<file path="src/rtl/adc_emu_pkg.sv">
// Shared encodings for the ADC emulator: pattern modes, burst FSM states and LFSR definition.
package adc_emu_pkg;

  typedef enum logic [1:0] {
    MODE_CONST = 2'd0,
    MODE_RAMP  = 2'd1,
    MODE_LFSR  = 2'd2,
    MODE_ALT   = 2'd3
  } mode_e;

  typedef enum logic [1:0] {
    IDLE  = 2'd0,
    ARM   = 2'd1,
    RUN   = 2'd2,
    DRAIN = 2'd3
  } state_e;

  localparam int          LFSR_W      = 10;
  localparam logic [9:0]  LFSR_SEED   = 10'h001;
  localparam int          LFSR_TAP_HI = 9;
  localparam int          LFSR_TAP_LO = 6;

  // Fibonacci x^10+x^7+1, shifting left; a nonzero seed never reaches all-zero.
  function automatic logic [LFSR_W-1:0] lfsr_step(input logic [LFSR_W-1:0] q);
    return {q[LFSR_W-2:0], q[LFSR_TAP_HI] ^ q[LFSR_TAP_LO]};
  endfunction

endpackage

</file>
<file path="src/rtl/adc_pattern_gen.sv">
// Sample pattern source: presents the sample to launch next and steps on each launch.
module adc_pattern_gen
  import adc_emu_pkg::*;
#(
  parameter int DATA_W = 10
) (
  input  logic              sys_clk,
  input  logic              load,
  input  logic              advance,
  input  logic [1:0]        mode,
  input  logic [DATA_W-1:0] const_val,
  output logic [DATA_W-1:0] sample
);

  mode_e             mode_q;
  logic [DATA_W-1:0] const_q;
  logic [DATA_W-1:0] ramp_q;
  logic [LFSR_W-1:0] lfsr_q;
  logic              alt_q;

  // Pattern state is always reloaded at burst start, so it carries no reset.
  always_ff @(posedge sys_clk) begin
    if (load) begin
      mode_q  <= mode_e'(mode);
      const_q <= const_val;
      ramp_q  <= '0;
      lfsr_q  <= LFSR_SEED;
      alt_q   <= 1'b0;
    end else if (advance) begin
      ramp_q  <= ramp_q + DATA_W'(1);
      lfsr_q  <= lfsr_step(lfsr_q);
      alt_q   <= ~alt_q;
    end
  end

  always_comb begin
    sample = const_q;
    case (mode_q)
      MODE_CONST: sample = const_q;
      MODE_RAMP:  sample = ramp_q;
      MODE_LFSR:  sample = DATA_W'(lfsr_q);
      MODE_ALT:   sample = alt_q ? ~const_q : const_q;
      default:    sample = const_q;
    endcase
  end

endmodule

</file>
<file path="src/rtl/adc_stream_emitter.sv">
// Emulated 10-bit parallel ADC: divided ADC_CLK, burst-gated ADC_DTR and pattern data on ADC_D,
// controlled by a START/STOP/BUSY/DONE handshake.
module adc_stream_emitter
  import adc_emu_pkg::*;
#(
  parameter int CLK_DIV = 3,
  parameter int DATA_W  = 10,
  parameter int LEN_W   = 16
) (
  input  logic              SYS_CLK,
  input  logic              RESET,
  input  logic              START,
  input  logic              STOP,
  input  logic [LEN_W-1:0]  BURST_LEN,
  input  logic [1:0]        MODE,
  input  logic [DATA_W-1:0] CONST_VAL,
  output logic              BUSY,
  output logic              DONE,
  output logic [LEN_W-1:0]  SAMPLE_CNT,
  output logic              ADC_CLK,
  output logic              ADC_DTR,
  output logic [DATA_W-1:0] ADC_D
);

  localparam int            PW     = (CLK_DIV > 2) ? $clog2(CLK_DIV) : 1;
  localparam int            LO     = CLK_DIV - CLK_DIV / 2;
  localparam logic [PW-1:0] P_LAST = PW'(CLK_DIV - 1);
  localparam logic [PW-1:0] P_LO   = PW'(LO);

  state_e            state_q, state_n;
  logic [PW-1:0]     p_q, p_n;
  logic              wrap;
  logic              busy_q, busy_n;
  logic              done_q, done_n;
  logic              stop_q, stop_n;
  logic              live_q, live_n;
  logic              clk_q, dtr_q;
  logic [LEN_W-1:0]  cnt_q, cnt_n;
  logic [LEN_W-1:0]  len_q, len_n;
  logic [DATA_W-1:0] d_q, d_n;
  logic              load, advance;
  logic [DATA_W-1:0] sample;

  function automatic logic [LEN_W-1:0] sat_inc(input logic [LEN_W-1:0] v);
    return (&v) ? v : v + LEN_W'(1);
  endfunction

  assign wrap = (p_q == P_LAST);

  adc_pattern_gen #(.DATA_W(DATA_W)) u_pat (
    .sys_clk   (SYS_CLK),
    .load      (load),
    .advance   (advance),
    .mode      (MODE),
    .const_val (CONST_VAL),
    .sample    (sample)
  );

  // live marks an ADC_CLK period that carries a sample; it only changes on the launch edge.
  always_comb begin
    p_n     = wrap ? '0 : p_q + PW'(1);
    state_n = state_q;
    busy_n  = busy_q;
    done_n  = 1'b0;
    stop_n  = stop_q;
    live_n  = wrap ? 1'b0 : live_q;
    cnt_n   = cnt_q;
    len_n   = len_q;
    d_n     = d_q;
    load    = 1'b0;
    advance = 1'b0;
    case (state_q)
      IDLE: begin
        if (START && !done_q) begin
          state_n = ARM;
          busy_n  = 1'b1;
          cnt_n   = '0;
          len_n   = BURST_LEN;
          stop_n  = 1'b0;
          load    = 1'b1;
        end
      end
      ARM, RUN: begin
        stop_n = stop_q | STOP;
        if (wrap) begin
          if (stop_q || STOP || (state_q == RUN && len_q != '0 && cnt_q == len_q)) begin
            state_n = DRAIN;
          end else begin
            state_n = RUN;
            d_n     = sample;
            advance = 1'b1;
            live_n  = 1'b1;
            cnt_n   = sat_inc(cnt_q);
          end
        end
      end
      DRAIN: begin
        state_n = IDLE;
        busy_n  = 1'b0;
        done_n  = 1'b1;
      end
      default: state_n = IDLE;
    endcase
  end

  always_ff @(posedge SYS_CLK) begin
    if (RESET) begin
      state_q <= IDLE;
      p_q     <= '0;
      busy_q  <= 1'b0;
      done_q  <= 1'b0;
      stop_q  <= 1'b0;
      live_q  <= 1'b0;
      clk_q   <= 1'b0;
      dtr_q   <= 1'b0;
      cnt_q   <= '0;
      len_q   <= '0;
      d_q     <= '0;
    end else begin
      state_q <= state_n;
      p_q     <= p_n;
      busy_q  <= busy_n;
      done_q  <= done_n;
      stop_q  <= stop_n;
      live_q  <= live_n;
      clk_q   <= (p_n >= P_LO);
      dtr_q   <= (p_n >= P_LO) && live_n;
      cnt_q   <= cnt_n;
      len_q   <= len_n;
      d_q     <= d_n;
    end
  end

  assign BUSY       = busy_q;
  assign DONE       = done_q;
  assign SAMPLE_CNT = cnt_q;
  assign ADC_CLK    = clk_q;
  assign ADC_DTR    = dtr_q;
  assign ADC_D      = d_q;

endmodule

</file>
<file path="config.mk">
export PLATFORM = sky130hd
export DESIGN_NAME = adc_stream_emitter
export DESIGN_NICKNAME = d
export VERILOG_FILES = /design/src/rtl/adc_emu_pkg.sv /design/src/rtl/adc_pattern_gen.sv /design/src/rtl/adc_stream_emitter.sv
export SDC_FILE = /design/constraint.sdc
export NUM_CORES = 1
export LEC_CHECK = 0
export ABC_AREA = 1
export CORE_UTILIZATION = 29
export CTS_CLUSTER_DIAMETER = 40
export CTS_CLUSTER_SIZE = 12
export DETAILED_ROUTE_END_ITERATION = 10
export PLACE_DENSITY = 0.46
export SYNTH_ARGS = -nofsm -noshare
export SYNTH_HDL_FRONTEND = slang
export SYNTH_SLANG_ARGS = --single-unit
</file>
<file path="constraint.sdc">
create_clock -name SYS_CLK -period 2.76 [get_ports SYS_CLK]
set_clock_uncertainty 0.05 [all_clocks]
set_input_delay 0.552 -clock SYS_CLK [delete_from_list [all_inputs] [get_ports SYS_CLK]]
set_output_delay 0.552 -clock SYS_CLK [all_outputs]
set_load 0.01 [all_outputs]
</file>
# Word-level counts from Yosys, hierarchy flattened
# Index checks and enable logic that the tools add are counted.
dict set report word_totals {
  ff_bits 85
  elab_cells 83
  output_inout_bits 30
}
dict set report op_classes {
  eq_ne 12
  bitwise_logic 5
  n_reduce_logical 20
  magnitude_cmp 1
  n_addsub 3
  muxes 26
}
# op n
set ops {}
lappend ops {{16-bit two-way mux} 4}
lappend ops {{10-bit case mux with 4 select lines} 1}
lappend ops {{16-bit case mux with 2 select lines} 1}
lappend ops {{16-bit by 1-bit adder with 16-bit output, second input constant} 1}
lappend ops {{16-bit equality test} 1}
lappend ops {{16-bit AND reduction} 1}
lappend ops {{16-bit nonzero test} 1}
lappend ops {{1-bit two-way mux} 13}
lappend ops {{10-bit by 1-bit adder with 10-bit output, second input constant} 1}
lappend ops {{2-bit equality test, second input constant} 5}
lappend ops {{10-bit two-way mux} 1}
lappend ops {{10-bit NOT} 1}
lappend ops {{2-bit inequality test, second input constant} 4}
lappend ops {{2-bit AND reduction} 4}
lappend ops {{2-bit two-way mux} 3}
lappend ops {{2-bit case mux with 3 select lines} 1}
lappend ops {{5-bit AND reduction} 1}
lappend ops {{2-bit by 1-bit equality test with 1-bit output, second input constant} 2}
lappend ops {{1-bit logical AND} 4}
lappend ops {{2-bit zero test} 2}
lappend ops {{1-bit case mux with 2 select lines} 2}
lappend ops {{2-bit nonzero test} 2}
lappend ops {{3-bit AND reduction} 1}
lappend ops {{2-bit by 1-bit adder with 2-bit output, second input constant} 1}
lappend ops {{7 further kinds} 9}

# Longest topological paths before layout
# Gate-level depths: netlist (run 1).
dict set report depth {
  word_depth 8
  ltp_mapped 14
  mapped_depth_nobuf 13
}

# Modules after synthesis
# From an unflattened synthesis (run 1), not the netlist that was laid out.
dict set report unflattened {
  hier_cells 646
  hier_area_um2 4355.4
}
# mod instances seq_area_each_um2 area_per_inst_um2 cells_per_inst
set by_module_without_submodules {}
lappend by_module_without_submodules {adc_stream_emitter 1 1021.0 2758.9 439}
lappend by_module_without_submodules {adc_pattern_gen 1 780.7 1596.5 207}

# Least setup slack after synthesis (run 1)
# No wires, ideal clock.
dict set report synth_path {
  path_type {reg-to-reg}
  from {register state_q[0]}
  to {register u_pat.const_q[0], enable pin}
  stages_incl_launch_ff 6
  arrival_time_ns 1.634
  setup_slack_ns 0.693
  path_cell_list {dfxtp_1 inv_1 ha_1 inv_1 nor3_2 clkbuf_1}
}
dict set report synth_between {
  elab_chain_len 2
}
# item line_no
set synth_lines {}
lappend synth_lines {{start, declared} adc_stream_emitter.sv:30} ;# state_e state_q, state_n;
lappend synth_lines {{start signal, assigned} adc_stream_emitter.sv:120} ;# state_q <= state_n;
lappend synth_lines {{2-bit zero test} adc_stream_emitter.sv:72} ;# case (state_q)
lappend synth_lines {{1-bit two-way mux} adc_stream_emitter.sv:72}
lappend synth_lines {{via load} adc_stream_emitter.sv:41} ;# logic load, advance;
lappend synth_lines {{end signal, assigned} adc_pattern_gen.sv:25} ;# const_q <= const_val;
lappend synth_lines {{end, declared} adc_pattern_gen.sv:16} ;# logic [DATA_W-1:0] const_q;
# The timed path passes the listed nets, and every way through them passes these cells.
# A chain may end at the register's enable or synchronous reset.

# Worst setup path after layout (run 1)
dict set report layout_path {
  from {register state_q[1]}
  to {register cnt_q[0], in the netlist SAMPLE_CNT[0]}
}
dict set report layout_between {
  elab_chain_len 6
  elab_cells_between_ends 14
  cone_classes {eq/ne (6); mux (1); reduce/logical (7)}
}
# item line_no
set layout_lines {}
lappend layout_lines {{2-bit equality test} {adc_stream_emitter.sv:72, adc_stream_emitter.sv:86}}
lappend layout_lines {{1-bit logical AND (2 in a row)} adc_stream_emitter.sv:86} ;# if (stop_q || STOP || (state_q == RUN && len_q != '0 && cnt_q == len_q)) begin
lappend layout_lines {{1-bit logical OR} adc_stream_emitter.sv:86}
lappend layout_lines {{2-bit inequality test (no source line)} -}
lappend layout_lines {{5-bit AND reduction (no source line)} -}
lappend layout_lines {{end signal, assigned} adc_stream_emitter.sv:128} ;# cnt_q <= cnt_n;
lappend layout_lines {{end, declared} adc_stream_emitter.sv:38} ;# logic [LEN_W-1:0] cnt_q, cnt_n;
# Several ways; a longest one is shown, not always the timed one.

==> results of run 1 <==
==> through the flow <==
step	cells	hold slack [ns]	area, sq um
final	877	0.395	5520
after global routing	877	0.427	5520
after CTS	877	0.398	5520
after detailed placement	861	0.389	5220
after global placement	861	0.387	5220
after floorplan	633	0.366	4440
==> final timing paths <==
kind / depth (start not counted) / endpoint / startpoint / slack (ns)
setup / recovery: 7 / SAMPLE_CNT[0] / state_q[1] / 0.42
hold / removal: 1 / p_q[0] / p_q[0] / 0.39
setup reg to reg: 7 / SAMPLE_CNT[0] / state_q[1] / 0.42
hold reg to reg: 1 / p_q[0] / p_q[0] / 0.39
==> routing by layer <==
metal,up-vias,track usage,share of wire
met3,13,0.0399,0.034
met1,1904,0.183,0.43
met4,0,0.0461,0.015
li1,2170,-,-
met5,-,0,0
met2,67,0.299,0.52
==> layout make-up <==
| cell class | count | area [sq um] |
|---|---|---|
| Fill cell | 1590 | 9240 |
| Multi-Input combinational cell | 450 | 2210 |
| Sequential cell | 84 | 1800 |
| Timing Repair Buffer | 73 | 713 |
| Inverter | 70 | 263 |
| Clock buffer | 11 | 243 |
| Tap cell | 184 | 230 |
| Clock inverter | 5 | 58.8 |
==> flip-flops by register name, indices dropped and copies added, names as in the netlist <==
register	count
stop_q	1
p_q	2
state_q	2
u_pat.lfsr_q	10
BUSY	1
len_q	16
u_pat.alt_q	1
SAMPLE_CNT	16
u_pat.ramp_q	10
DONE	1
ADC_DTR	1
u_pat.mode_q	2
ADC_D	10
u_pat.const_q	10
live_q	1
==> critical path, cell delays in order (launching register included) <==
cell and delay [ns]:
dfxtp_1 0.37, inv_1 0.06, ha_1 0.56, inv_1 0.22, a21oi_1 0.25, nand3_2 0.40, a21oi_1 0.25, nor2_1 0.05
==> logic make-up after synthesis <==
logic type	Yosys count	synth area share
flip-flops	84	0.406
AO/OA/AOI/OAI	103	0.128
AND/OR/NAND/NOR	330	0.329
adder cells (fa/ha/maj)	5	0.0141
buffers and inverters	99	0.0988
XOR/XNOR	12	0.0237
==> placed cells by master (no fill, tap or decap), types with 11 or more instances in the layout <==
| cell | instances |
|---|---|
| a21oi_1 | 58 |
| buf_4 | 11 |
| clkdlybuf4s50_1 | 61 |
| dfxtp_1 | 72 |
| edfxtp_1 | 12 |
| inv_1 | 63 |
| nand2_1 | 177 |
| nand3_1 | 45 |
| nand4_1 | 17 |
| nor2_1 | 48 |
| nor3_1 | 13 |
| o21ai_0 | 26 |
| xor2_1 | 12 |
==> report_power, final <==
part           switching (uW)  internal [uW]
Clock                     499            728
Sequential                194           1460
Combinational            1120            615
Total                    1820           2800
==> results.py, run 1 <==
metrics = {
    "yosys": {
        "synthArstFlopShare": 0,
        "synthCells": 633,
        "ys.flop_type": "dfxtp_1",
        "synth_top_area_frac": 0.324,
        "synth_area_leader_cell": "dfxtp_1",
        "synth.area.top_cells": "dfxtp_1, nand2_1, edfxtp_1",
        "synth_seq_cells": 84,
        "yosys_warnings": 0,
        "ys_top_cells_by_count": "nand2_1, dfxtp_1, inv_1",
        "synth_edf_count": 12,
        "synth_most_common_cell": "nand2_1",
        "ys_seq_area_frac": 0.406,
        "synthesis.area_sq_um": 4440,
        "ys_types": 34,
        "synth_nets": 670,
        "syn_area_per_cell_sq_um": 7.02,
    },
    "global_routing": {
        "grt_pass1_wl_mm": 20.1,
        "grt_max_degree": 39,
        "gr-total-overflow": 0,
        "groute.usage.overall": 0.162,
        "antenna_found_initial": 0,
        "grt_pass1_vias": 4024,
    },
    "power_and_ir_drop": {
        "power_leakage_uw": 0.00214,
        "ir_drop_uv": 350,
        "total_power_uw": 4620,
        "power_per_cell_area_nw_per_um2": 837,
    },
    "clocking": {
        "numCtsBuffers": 9,
        "clockBufferDepth": 2,
        "cts-resized-gates": 0,
        "cts.clk_slew.worst_paths_ns": 0.06,
        "insertion_delay_ns": 0.34,
        "cts_max_level": 3,
        "cts_root_buf": "clkbuf_16",
        "post_cts_buffers": 0,
        "hold_buffers": 0,
        "cts_tree": "yes",
        "cts_sinks": 84,
    },
    "routing": {
        "ant_nets": 0,
        "drt_first_pass_iters": 5,
        "post_drt_wl_per_cell_um": 13.8,
        "via_per_inst": 4.74,
        "via_count": 4154,
        "drt_iter0_drc": 207,
        "wl_mm": 12.1,
        "drc": 0,
    },
    "sta": {
        "period_minus_slack_ns": 2.34,
        "layout_worst_path_cycle_share": 0.846,
        "final-hold-violation-count": 0,
        "relSlewSlack": 0.611,
        "fmax_mhz": 428,
        "grt_setup_unrepaired": "no",
        "finalWorstSetupSlack_ns": 0.425,
        "finalSetupTns_ns": 0,
        "setup_viol": 0,
        "drv_slew": 0,
        "tightest_slew_ns": 0.583,
    },
    "floorplan": {
        "pin_count": 62,
        "coreArea_sq_um": 14800,
        "die_w_um": 126,
        "initial_core_util": 0.301,
        "fp.dieH_um": 126,
        "row_count": 44,
        "die_area_sq_um": 15800,
    },
    "cells_and_area": {
        "fin_nets": 725,
        "area_delta_synth_final_pct": 24.2,
        "finish.utilization": 0.374,
        "n_antenna_cell": 0,
        "layout-drive-gt1-share": 0.0952,
    },
    "worst_hold_path": {
        "hold_path.class": "register to register",
    },
    "setup_path": {
        "criticalPathCategory": "register to register",
        "arrival_ns": 2.52,
        "end_kind": "register",
        "critical_path_required_ns": 2.94,
        "critPathMaxFanout": 21,
        "setup.worst_path.start_class": "register",
    },
    "placement": {
        "place_congestion": 0.842,
        "io_buffers": 61,
        "dp.final_hpwl_mm": 8.97,
        "pre_cts_ws_ns": 0.227,
    },
    "run": {
        "drv_cap": 0,
    },
    "status": {
        "status": "finished, final reports clean",
    },
}
No activity file was read; power rests on OpenSTA's default activity.
==> inputs of run 2 (changes only) <==
Settings changed: PLACE_DENSITY 0.46 to 0.47.
Clock period 2.76 ns to 2.1 ns, I/O delays scaled along.
==> run 2 against run 1 <==
Against the previous run:
- clock power grew 37%
- combinational power grew 45%
- non-clock buffer count grew 23
- die area is the same
- critical path type is now register to primary output
==> results.py, run 2 (same netlist as run 1, synthesis figures left out) <==
metrics = {
    "cells_and_area": {
        "layout-drive-gt1-share": 0.127,
        "final_cell_area_sq_um": 5710,
        "fin_nets": 748,
        "area_delta_synth_final_pct": 28.6,
        "n_fill_cell": 1556,
        "final_cell_mix": "nand2_1, dfxtp_1, inv_1",
        "mostFrequentLayoutCell": "nand2_1",
        "final_cell_count_no_fill": 900,
        "n_antenna_cell": 0,
        "finish.utilization": 0.387,
    },
    "routing": {
        "wl_mm": 12.2,
        "ant_nets": 0,
        "via_count": 4285,
        "post_drt_wl_per_cell_um": 13.5,
        "drt_first_pass_iters": 4,
        "via_per_inst": 4.76,
        "drt_iter0_drc": 209,
        "drc": 0,
    },
    "clocking": {
        "cts_sinks": 84,
        "cts.clk_slew.worst_paths_ns": 0.06,
        "cts_tree": "yes",
        "hold_buffers": 0,
        "insertion_delay_ns": 0.34,
        "numCtsBuffers": 9,
        "cts_max_level": 3,
        "post_cts_buffers": 0,
        "cts_root_buf": "clkbuf_16",
        "clockBufferDepth": 2,
    },
    "global_routing": {
        "grt_pass1_vias": 4146,
        "grt_pass1_wl_mm": 20.4,
        "gr-total-overflow": 0,
        "grt_max_degree": 37,
        "antenna_found_initial": 0,
        "groute.usage.overall": 0.162,
    },
    "floorplan": {
        "die_w_um": 126,
        "pin_count": 62,
        "die_area_sq_um": 15800,
        "fp.dieH_um": 126,
        "coreArea_sq_um": 14800,
        "row_count": 44,
        "initial_core_util": 0.301,
    },
    "setup_path": {
        "criticalPathCategory": "register to primary output",
        "crit_family": "buffers and inverters",
        "setup.worst_path.start_class": "register",
        "end_kind": "primary output",
        "crit_start": "SAMPLE_CNT[0]",
        "critPathMaxFanout": 4,
        "r2r_start": "SAMPLE_CNT[0]",
        "crit_slowest_cell": "clkdlybuf4s50_1",
        "max_stage_delay_ns": 0.54,
        "worst-path-buf-inv": 2,
        "arrival_ns": 1.49,
        "crit_path_cell_trace": "buf_4, clkdlybuf4s50_1",
        "critical_path_required_ns": 1.63,
    },
    "sta": {
        "setup_viol": 0,
        "drv_slew": 0,
        "relSlewSlack": 0.622,
        "tightest_slew_ns": 0.567,
        "fmax_mhz": 510,
        "final-hold-violation-count": 0,
        "grt_setup_unrepaired": "yes",
        "period_minus_slack_ns": 1.96,
        "layout_worst_path_cycle_share": 0.933,
    },
    "placement": {
        "io_buffers": 61,
        "place_congestion": 0.878,
        "dp.final_hpwl_mm": 9.15,
        "dpl_cell_area_sq_um": 5390,
        "placedCellCount": 884,
    },
    "status": {
        "status": "finished, final reports clean",
    },
    "power_and_ir_drop": {
        "power_leakage_uw": 0.00226,
        "ir_drop_uv": 460,
        "power_per_cell_area_nw_per_um2": 1110,
    },
    "worst_hold_path": {
        "holdCritStartpoint": "p_q[1]",
        "hold_path.class": "register to register",
    },
    "run": {
        "drv_cap": 0,
    },
}
run 2: cell count changes in the layout (fill, tap and decap cells not counted):
| cell | delta |
|---|---|
| clkinvlp_4 | -1 |
| buf_4 | +23 |
| nor3_1 | -1 |
| nor3_2 | +1 |
| clkbuf_16 | +1 |
| clkbuf_1 | -1 |
| clkbuf_8 | -1 |
| clkinv_4 | +2 |
run 2: power by group:
| part | switching [uW] | leakage, uW | internal, uW |
|---|---|---|---|
| Clock | 676 | 0.000154 | 1000 |
| Sequential | 234 | 0.000701 | 1920 |
| Combinational | 1530 | 0.00141 | 990 |
| Total | 2440 | 0.00226 | 3910 |
run 2: layout make-up:
cell class	instances	area (sq um)	area share
clock inverters	6	68.8	0.0120
clock buffers	10	250	0.0438
inverters	70	263	0.0460
flip-flops and latches	84	1800	0.315
well taps	184	230	0.0403
multi-input cells	450	2210	0.387
repair buffers	96	886	0.155
run 2: through the flow:
| stage | setup TNS, ns | setup slack [ns] | hold slack [ns] | power [uW] |
|---|---|---|---|---|
| after floorplan | 0 | 0.0328 | 0.366 | 3800 |
| final | 0 | 0.141 | 0.408 | 6350 |
| after global routing | -0.000546 | -0.000546 | 0.434 | 6840 |
| after detailed placement | 0 | 0.0306 | 0.392 | 4730 |
| after CTS | 0 | 0.126 | 0.401 | 6430 |
| after global placement | 0 | 0.0353 | 0.388 | 4710 |
run 2: timing repair:
item	4_1_cts	5_1_grt
resized for setup	0	1
endpoints found under the setup margin	0	3
hold endpoints to repair	0	0
run 2: worst paths after layout:
kind                        end  slack [ns]  cells past startpoint
hold / removal           p_q[0]        0.41                      1
hold reg to reg          p_q[0]        0.41                      1
setup reg to reg  SAMPLE_CNT[3]        0.18                     11
setup / recovery  SAMPLE_CNT[0]        0.14                      2
run 2: per-layer routing:
| layer | vias up | GRT usage | wire length [um] |
|---|---|---|---|
| li1 | 2218 | - | - |
| met1 | 1975 | 0.185 | 5210 |
| met2 | 79 | 0.301 | 6270 |
| met3 | 13 | 0.0382 | 505 |
| met4 | 0 | 0.0454 | 190 |
| met5 | - | 0 | 0 |
==> inputs of run 3 (changes only) <==
Settings changed: CORE_UTILIZATION 29 to 32, PLACE_DENSITY 0.47 to 0.51, RECOVER_POWER set to 50.
==> run 3 against run 2 <==
Against the previous run:
- first-iteration DRC count rose by 34%
- largest power group unchanged
- via count rose by 0.30%
- maximum frequency rose by 1.1%
- utilization rose by 3.5 points
==> results.py, run 3 (same netlist as run 1, synthesis figures left out) <==
metrics = {
    "floorplan": {
        "initial_core_util": 0.332,
        "row_count": 42,
        "die_w_um": 120,
        "die_area_sq_um": 14400,
        "coreArea_sq_um": 13400,
        "pin_count": 62,
        "fp.dieH_um": 120,
    },
    "worst_hold_path": {
        "min_to": "p_q[0]",
        "hold_path.class": "register to register",
        "whs_path_depth": 1,
        "holdCritStartpoint": "p_q[1]",
    },
    "power_and_ir_drop": {
        "p_int_uw": 3870,
        "combPwrFrac": 0.397,
        "p_sw_frac": 0.385,
        "p_switching_uw": 2420,
        "ir_drop_uv": 479,
        "power_per_cell_area_nw_per_um2": 1110,
        "power_frac_seq": 0.345,
        "p_clk_frac": 0.257,
        "total_power_uw": 6280,
        "power_leakage_uw": 0.00230,
    },
    "routing": {
        "wl_mm": 12.4,
        "via_count": 4298,
        "post_drt_wl_per_cell_um": 13.9,
        "ant_nets": 0,
        "drt_iter0_drc": 281,
        "drt_first_pass_iters": 4,
        "drc": 0,
        "via_per_inst": 4.85,
    },
    "setup_path": {
        "crit_slowest_cell": "clkdlybuf4s50_1",
        "crit_family": "buffers and inverters",
        "critical_path_required_ns": 1.63,
        "r2r_start": "SAMPLE_CNT[1]",
        "max_stage_delay_ns": 0.54,
        "end_kind": "primary output",
        "r2r_setup_slack_ns": 0.18,
        "crit_start": "SAMPLE_CNT[12]",
        "criticalPathCategory": "register to primary output",
        "setup.worst_path.start_class": "register",
        "crit_path_cell_trace": "buf_4, clkdlybuf4s50_1",
        "critPathMaxFanout": 6,
        "arrival_ns": 1.47,
        "worst-path-buf-inv": 2,
        "reg2reg_to": "SAMPLE_CNT[2]",
        "reg2reg_depth": 11,
    },
    "placement": {
        "placedCellCount": 871,
        "dp.final_hpwl_mm": 9.32,
        "io_buffers": 61,
        "place_congestion": 0.877,
    },
    "clocking": {
        "cts_max_level": 3,
        "clockBufferDepth": 2,
        "insertion_delay_ns": 0.34,
        "cts_tree": "yes",
        "cts_root_buf": "clkbuf_16",
        "cts_sinks": 84,
        "cts-resized-gates": 0,
        "hold_buffers": 0,
        "cts.clk_slew.worst_paths_ns": 0.06,
        "numCtsBuffers": 9,
        "post_cts_buffers": 0,
    },
    "sta": {
        "tightest_slew_ns": 0.585,
        "relSlewSlack": 0.609,
        "finalSetupTns_ns": 0,
        "setup_viol": 0,
        "drv_slew": 0,
        "grt_setup_unrepaired": "no",
        "fmax_mhz": 516,
        "layout_worst_path_cycle_share": 0.923,
        "final-hold-violation-count": 0,
        "period_minus_slack_ns": 1.94,
    },
    "global_routing": {
        "gr-max-usage-layer": "met2",
        "grt_pass1_wl_mm": 20.2,
        "grt_pass1_vias": 4113,
        "grt_max_degree": 38,
        "groute.usage.overall": 0.181,
        "use_met3": 0.0342,
        "use_met2": 0.319,
        "antenna_found_initial": 0,
        "gr-total-overflow": 0,
        "globalRouteMet1Util": 0.212,
    },
    "run": {
        "drv_cap": 0,
    },
    "cells_and_area": {
        "n_fill_cell": 1423,
        "layout-drive-gt1-share": 0.118,
        "ff_latch_area_sq_um": 1800,
        "final_cell_mix": "nand2_1, dfxtp_1, inv_1",
        "final_cell_count_no_fill": 887,
        "n_antenna_cell": 0,
        "area_delta_synth_final_pct": 27.4,
        "multiInputGateArea_sq_um": 2210,
        "mostFrequentLayoutCell": "nand2_1",
        "fin_nets": 743,
    },
    "status": {
        "status": "finished, final reports clean",
    },
}
==> run 3: cell count changes in the layout (fill, tap and decap cells not counted), moves of 3 or more <==
cell / previous run / this run
buf_4: 34 / 23
clkbuf_1: 0 / 3
dlygate4sd3_1: 0 / 30
clkdlybuf4s50_1: 61 / 31
==> run 3: stage by stage <==
stage               hold slack (ns)  cell area (sq um)  setup WS [ns]  utilization
floorplan                     0.366               4440         0.0328            -
global placement              0.383               5370         0.0635        0.400
detailed placement            0.402               5370         0.0535        0.400
CTS                           0.410               5670         0.0413        0.423
global route                  0.427               5660        0.00208        0.423
finish                        0.405               5660          0.161        0.423
==> run 3: layout make-up <==
cell class,instances,share of cell area
Multi-Input combinational cell,450,0.390
Sequential cell,84,0.319
Tap cell,176,0.0389
Inverter,70,0.0469
Clock buffer,12,0.0453
Clock inverter,4,0.00818
Timing Repair Buffer,91,0.152
==> run 3: power groups by stage <==
stage / logic [uW] / clock network, uW / registers, uW
floorplan: 1640 / 0 / 2160
global placement: 2510 / 0 / 2190
detailed placement: 2540 / 0 / 2200
CTS: 2550 / 1670 / 2170
global route: 2800 / 1740 / 2210
finish: 2500 / 1620 / 2170
==> run 3: worst register-to-register path, stage by stage (launching register included) <==
cell	delay (ns)
dfxtp_1	0.43
ha_1	0.25
nand3_2	0.10
nor2_2	0.13
nand3_2	0.10
nor3_2	0.16
nand4_2	0.13
nand3_2	0.11
buf_4	0.18
nand2_1	0.07
nand2_1	0.06
nor2_1	0.06
==> run 3: metal layers <==
metal	vias to the layer above	routed length [um]
li1	2200	-
met3	15	459
met5	-	0
met4	0	278
met1	1996	5330
met2	87	6300
==> run 3: worst max path at each step <==
| stage | end | slack, ns | cells past startpoint |
|---|---|---|---|
| 2_1_floorplan | u_pat.const_q[0] | 0.03 | 5 |
| 3_3_place_gp | SAMPLE_CNT[2] | 0.06 | 9 |
| 3_5_place_dp | SAMPLE_CNT[2] | 0.05 | 9 |
| 4_1_cts | SAMPLE_CNT[7] | 0.04 | 2 |
| 5_1_grt | SAMPLE_CNT[11] | 0.002 | 13 |
| 6_report | SAMPLE_CNT[12] | 0.16 | 2 |
